`src/rtl/led_ctr_if.sv`:
```
// Bundle for the two-digit display driver: binary count in, active-low segment codes out.
// The master drives the count; the slave is the display driver that returns the segments.
interface led_ctr_if;
    logic [4:0] state;
    logic [6:0] hex0;
    logic [6:0] hex1;

    modport master (
        output state,
        input  hex0,
        input  hex1
    );

    modport slave (
        input  state,
        output hex0,
        output hex1
    );
endinterface

```
`src/rtl/led_ctr.sv`:
```
// Two-digit seven-segment driver for a 0-19 count: binary to tens/ones, active-low, registered.
// Build option LEDCTR_BLANK_EN: blank the tens digit for counts 0-9 instead of showing "0".
module led_ctr (
    input  logic       clk,
    input  logic       rst_n,
    led_ctr_if.slave   bus
);

    localparam logic [6:0] SEG_BLANK = 7'h7F;
    localparam logic [6:0] SEG_DASH  = 7'h3F;

    function automatic logic [6:0] seg_code(input logic [3:0] digit);
        logic [6:0] code;
        case (digit)
            4'd0:    code = 7'h40;
            4'd1:    code = 7'h79;
            4'd2:    code = 7'h24;
            4'd3:    code = 7'h30;
            4'd4:    code = 7'h19;
            4'd5:    code = 7'h12;
            4'd6:    code = 7'h02;
            4'd7:    code = 7'h78;
            4'd8:    code = 7'h00;
            4'd9:    code = 7'h10;
            default: code = SEG_DASH;
        endcase
        return code;
    endfunction

    logic       in_range;
    logic       tens;
    logic [3:0] ones;
    logic [6:0] next_hex0;
    logic [6:0] next_hex1;

    always_comb begin
        in_range = (bus.state < 5'd20);
        tens     = (bus.state >= 5'd10);
        // Mod-16 subtract on the low nibble gives the correct ones digit for 10-19
        // (16-19 wrap to 6-9), so the MSB of state is not needed.
        ones     = bus.state[3:0] - (tens ? 4'd10 : 4'd0);

        next_hex0 = SEG_DASH;
        next_hex1 = SEG_DASH;
        if (in_range) begin
            next_hex0 = seg_code(ones);
            if (tens) begin
                next_hex1 = seg_code(4'd1);
            end else begin
`ifdef LEDCTR_BLANK_EN
                next_hex1 = SEG_BLANK;
`else
                next_hex1 = seg_code(4'd0);
`endif
            end
        end
    end

    always_ff @(posedge clk) begin
        if (!rst_n) begin
            bus.hex0 <= SEG_BLANK;
            bus.hex1 <= SEG_BLANK;
        end else begin
            bus.hex0 <= next_hex0;
            bus.hex1 <= next_hex1;
        end
    end

endmodule

```
`src/flat_wrapper.sv`:
```
// flat-port wrapper written by rule: the top's interface ports become plain ports
module led_ctr_flat 
  (clk, rst_n, bus_state, bus_hex0, bus_hex1);
  led_ctr_if bus_i ();
  input  logic clk;
  input  logic rst_n;
  input wire logic [$bits(bus_i.state)-1:0] bus_state;
  output wire logic [$bits(bus_i.hex0)-1:0] bus_hex0;
  output wire logic [$bits(bus_i.hex1)-1:0] bus_hex1;
  assign bus_i.state = bus_state;
  assign bus_hex0 = bus_i.hex0;
  assign bus_hex1 = bus_i.hex1;
  led_ctr u_core (.clk(clk), .rst_n(rst_n), .bus(bus_i));
endmodule
```
`config.mk`:
```
export PLATFORM = sky130hd
export DESIGN_NAME = led_ctr_flat
export DESIGN_NICKNAME = d
export VERILOG_FILES = /design/src/rtl/led_ctr_if.sv /design/src/rtl/led_ctr.sv /design/src/flat_wrapper.sv
export SDC_FILE = /design/constraint.sdc
export NUM_CORES = 1
export LEC_CHECK = 0
export ABC_AREA = 1
export BUFFER_PORTS_ARGS = -buffer_cell sky130_fd_sc_hd__buf_2
export CORE_AREA = 2 2 41 43
export CTS_BUF_LIST = sky130_fd_sc_hd__clkbuf_2 sky130_fd_sc_hd__clkbuf_4 sky130_fd_sc_hd__clkbuf_8
export DETAILED_ROUTE_END_ITERATION = 8
export DIE_AREA = 0 0 43 45
export GPL_TIMING_DRIVEN = 1
export HOLD_SLACK_MARGIN = 0.02
export PLACE_DENSITY = 0.68
export SETUP_SLACK_MARGIN = 0.5
export SYNTH_ARGS = -nofsm -noshare
export SYNTH_HDL_FRONTEND = slang
export SYNTH_SLANG_ARGS = --single-unit
```
`constraint.sdc`:
```
create_clock -name clk -period 2.28 [get_ports clk]
set_clock_uncertainty 0.15 [all_clocks]
set_input_delay 0.684 -clock clk [delete_from_list [all_inputs] [get_ports clk]]
set_output_delay 0.684 -clock clk [all_outputs]
set_load 0.1 [all_outputs]
```
; After elaboration in Yosys (flattened, before gate mapping)
; Memory sizes are Yosys's and may differ from the RTL's.
; Cells that the tools add are included.
[classes]
addsub = 1
n_lt_le_gt_ge = 2
n_mux = 4
reduce_logical = 1
[ops]
columns = op, n
row1 = 7-bit 2-to-1 mux, 2
row2 = 6-bit 2-to-1 mux, 1
row3 = "5-bit by 4-bit >= comparator with 1-bit output, second input constant", 1
row4 = "5-bit < comparator, second input constant", 1
row5 = 4-bit 2-to-1 mux, 1
row6 = 4-bit subtractor, 1
row7 = 2-bit AND reduction, 1
[word_totals]
ff_bits = 14
romBits = 112
in_bits = 7
output_inout_bits = 14
memories = 1
[mem_list]
columns = memory, depth, width, read_ports, rd_clocked_by_memory_dff, write_ports, line_no
row1 = (no name shown), 16, 7, 1, 0, 0, led_ctr.sv:14  ; case (digit)

; Logic depth before layout (Yosys ltp)
; An unclocked memory read counts as a cell.
[logic_depth]
depth_word = 5
mapped_depth = 10
mapped_depth_nobuf = 9

; Worst setup path before layout
; Ideal clock, no wire load.
[synth_timing]
path_kind = flip-flop to output port
start = register u_core.bus.hex1[4] (netlist name)
end = output bus_hex1[3]
t_arrival_ps = 1392
required_ps = 1446
setup_slack_ps = 54
path_stages_with_launch = 2
path_cell_list = dfxtp_1 -> buf_4
[synth_rtl]
columns = element, line_no
row1 = to (decl), flat_wrapper.sv:9  ; output wire logic [$bits(bus_i.hex1)-1:0] bus_hex1;

; Worst setup path in the final report
[layout_timing]
start = register u_core.bus.hex1[4]
end = output bus_hex1[4]
[layout_rtl]
columns = element, line_no
row1 = from (decl), led_ctr_if.sv:17  ; output hex1
row2 = from (signal assigned), led_ctr.sv:65  ; bus.hex1 <= next_hex1;
; No word-level cell between the ends.

==> results_dict.tcl <==
set metrics [dict create \
    finalWeightedCongestion 0.740 \
    ys_async_sr_fraction_pct 0 \
    ys_ff_latch 10 \
    port_buffers 20 \
    tns_ns 0 \
    first_global_vias 474 \
    holdPathStages 2 \
    synth_seq_area_share_pct 32.3 \
    fin_area_um2 898 \
    seqCellArea_um2 208 \
    multi_input_area_um2 423 \
    overflow 0 \
    yosys-top-cells-count "12 x nand2_1, 12 x nand3_1, 11 x inv_1" \
    ys.flop_type "dfxtp_1" \
    grt_use_met2_pct 24.2 \
    met1_usage_pct 14.2 \
    holdPathEnd "u_core.bus.hex1[6]" \
    p_int_uw 364 \
    netSwitchingFraction_pct 42.6 \
    clkSlewWorstSetupHoldPaths_ns 0.06 \
    grt_usage_pct 12.9 \
    dr.pass1.iters 4 \
    fillCellCount 139 \
    fmax_mhz 540 \
    tightest_slew_ns 0.485 \
    yosysWarningCount 0 \
    busiest_layer "met2" \
    power_frac_clock_pct 23.9 \
    drt_iter0_markers 7 \
    min_period_ns 1.85 \
    worst_ep_arrival_time_ns 1.02 \
    grt_max_degree 10 \
    final_antenna_net_count 0 \
    cp-start-kind "register" \
    cp_cell_sequence "buf_2" \
    drt_wl_total_um 1140 \
    avgSynthCellArea_um2 8.17 \
    min-delay-start "rst_n" \
    rsz0062_at_grt "yes" \
    synthDominantCellAreaShare_pct 32.3 \
    timing.final.crit_share_pct 81.2 \
    syn_inst 76 \
    fin_nets 115 \
    numCtsBuffers 3 \
    antennaDiodeCount 0 \
    antenna_found_initial 0 \
    drc 0 \
    synth_edf_count 0 \
    p_sw_uw 270 \
    holdCritPathClass "in2reg" \
    cp_num_buf_inv 1 \
    crit_fanout 4 \
    drv_slew 0 \
    syn-cell-area_um2 621 \
    cts-root-buf "clkbuf_4" \
    power.density_nw_per_um2 705 \
    post_drt_wl_per_cell_um 10.0 \
    initial_core_util_pct 42.2 \
    die_h_um 45 \
    ios 21 \
    power_leakage_uw 0.000425 \
    outcome "completed" \
    synth_nets 92 \
    combPwrFrac_pct 45.8 \
    clk_path_buf_depth 2 \
    syn2layout_area_growth_pct 44.8 \
    dieArea_um2 1940 \
    max_stage_delay_ns 0.42 \
    cts_tree "yes" \
    via_per_inst 4.67 \
    setup_viol 0 \
    worst_hold_slack_ns 0.468 \
    drive_gt1_share_pct 54.1 \
    core_area_um2 1470 \
    hold_viol_final 0 \
    dp_hpwl_um 922 \
    fp-row-count 14 \
    p_seq_share_pct 30.3 \
    clock_sinks 10 \
    grtUsageMet3_pct 1.20 \
    placed_cell_area_um2 752 \
    cts-htree-levels 1 \
    max-cap-violations 0 \
    grt_pass1_wl_um 1890 \
    slowest_stage "buf_2" \
    die_w_um 43 \
    cp_data_required_time_ns 1.45 \
    slew_headroom_pct 67.9 \
    yosys.area.top_type "dfxtp_1" \
    ir_drop_v 0.000236 \
    path_delay_family "buffers and inverters" \
    vias 532 \
    cp-startpoint "u_core.bus.hex1[4]" \
    yosysUniqueCellTypes 16 \
    endpoint_kind "output pin" \
    synthTopCellsByArea "dfxtp_1 32%, ha_1 18%, nand3_1 9.7%, nand2_1 7.3%, inv_1 6.7%" \
    crit_type "reg2out" \
]
[routing by layer]
metal	wire [um]	vias up
li1	-	287
met1	452	230
met2	645	15
met3	43	0
met4	0	0
met5	0	-
[flip-flops by register name, summed over array words and instances (netlist names)]
register	cells
u_core.bus.hex0	7
u_core.bus.hex1	3
[layout by cell type (no fill, tap or decap)]
cell type   n
a21oi_2     1
buf_2       8
buf_4      12
buf_6       2
buf_8       1
clkbuf_4    3
clkbuf_8    1
dfxtp_1     8
dfxtp_4     2
ha_1        5
ha_4        4
inv_1       7
inv_2       3
inv_4       1
nand2_1    12
nand2_2     4
nand3_1    11
nand3_2     5
nand4_1     1
nor2_4      2
o21a_1      1
o21ai_2     2
o21ai_4     1
or2_2       1
[worst max path at each step]
stage	to	cells after the start
final	bus_hex1[4]	1
after global routing	u_core.bus.hex0[5]	9
after CTS	bus_hex1[4]	1
after detailed placement	u_core.bus.hex0[3]	8
after global placement	u_core.bus.hex0[3]	8
after floorplan	u_core.bus.hex0[5]	9
[layout make-up]
| class | count | area share [%] |
|---|---|---|
| clock buffers | 4 | 4.04 |
| inverters | 11 | 4.87 |
| multi-input cells | 50 | 47.1 |
| flip-flops and latches | 10 | 23.1 |
| well taps | 16 | 2.23 |
| repair buffers | 23 | 18.7 |
[per-stage QoR]
stage,util (%),setup slack [ns],total power (uW),std cells
after floorplan,-,0.345,420,76
after global routing,61.1,0.405,659,114
after detailed placement,51.1,0.0809,454,107
after global placement,51.1,0.118,450,107
after CTS,57.8,0.420,622,112
final,61.1,0.430,633,114
[cell families after synthesis]
group | synth area share (%)
AO/OA/AOI/OAI | 5.04
AND/OR/NAND/NOR | 32.3
buffers and inverters | 12.3
adder cells (fa/ha/maj) | 18.1
flip-flops | 32.3
[power groups by stage]
stage               Clock (uW)  Sequential (uW)  Combinational [uW]
finish                     151              192                 290
global route               160              193                 306
CTS                        154              192                 276
detailed placement           0              195                 259
global placement             0              195                 255
floorplan                    0              301                 118
[what timing repair did]
item,in CTS,in global routing
pin swaps,5,7
hold buffers,0,0
gates resized for setup,18,11
setup buffers,1,2
setup endpoints to repair,21,11
(Power assumes the default switching activity.)
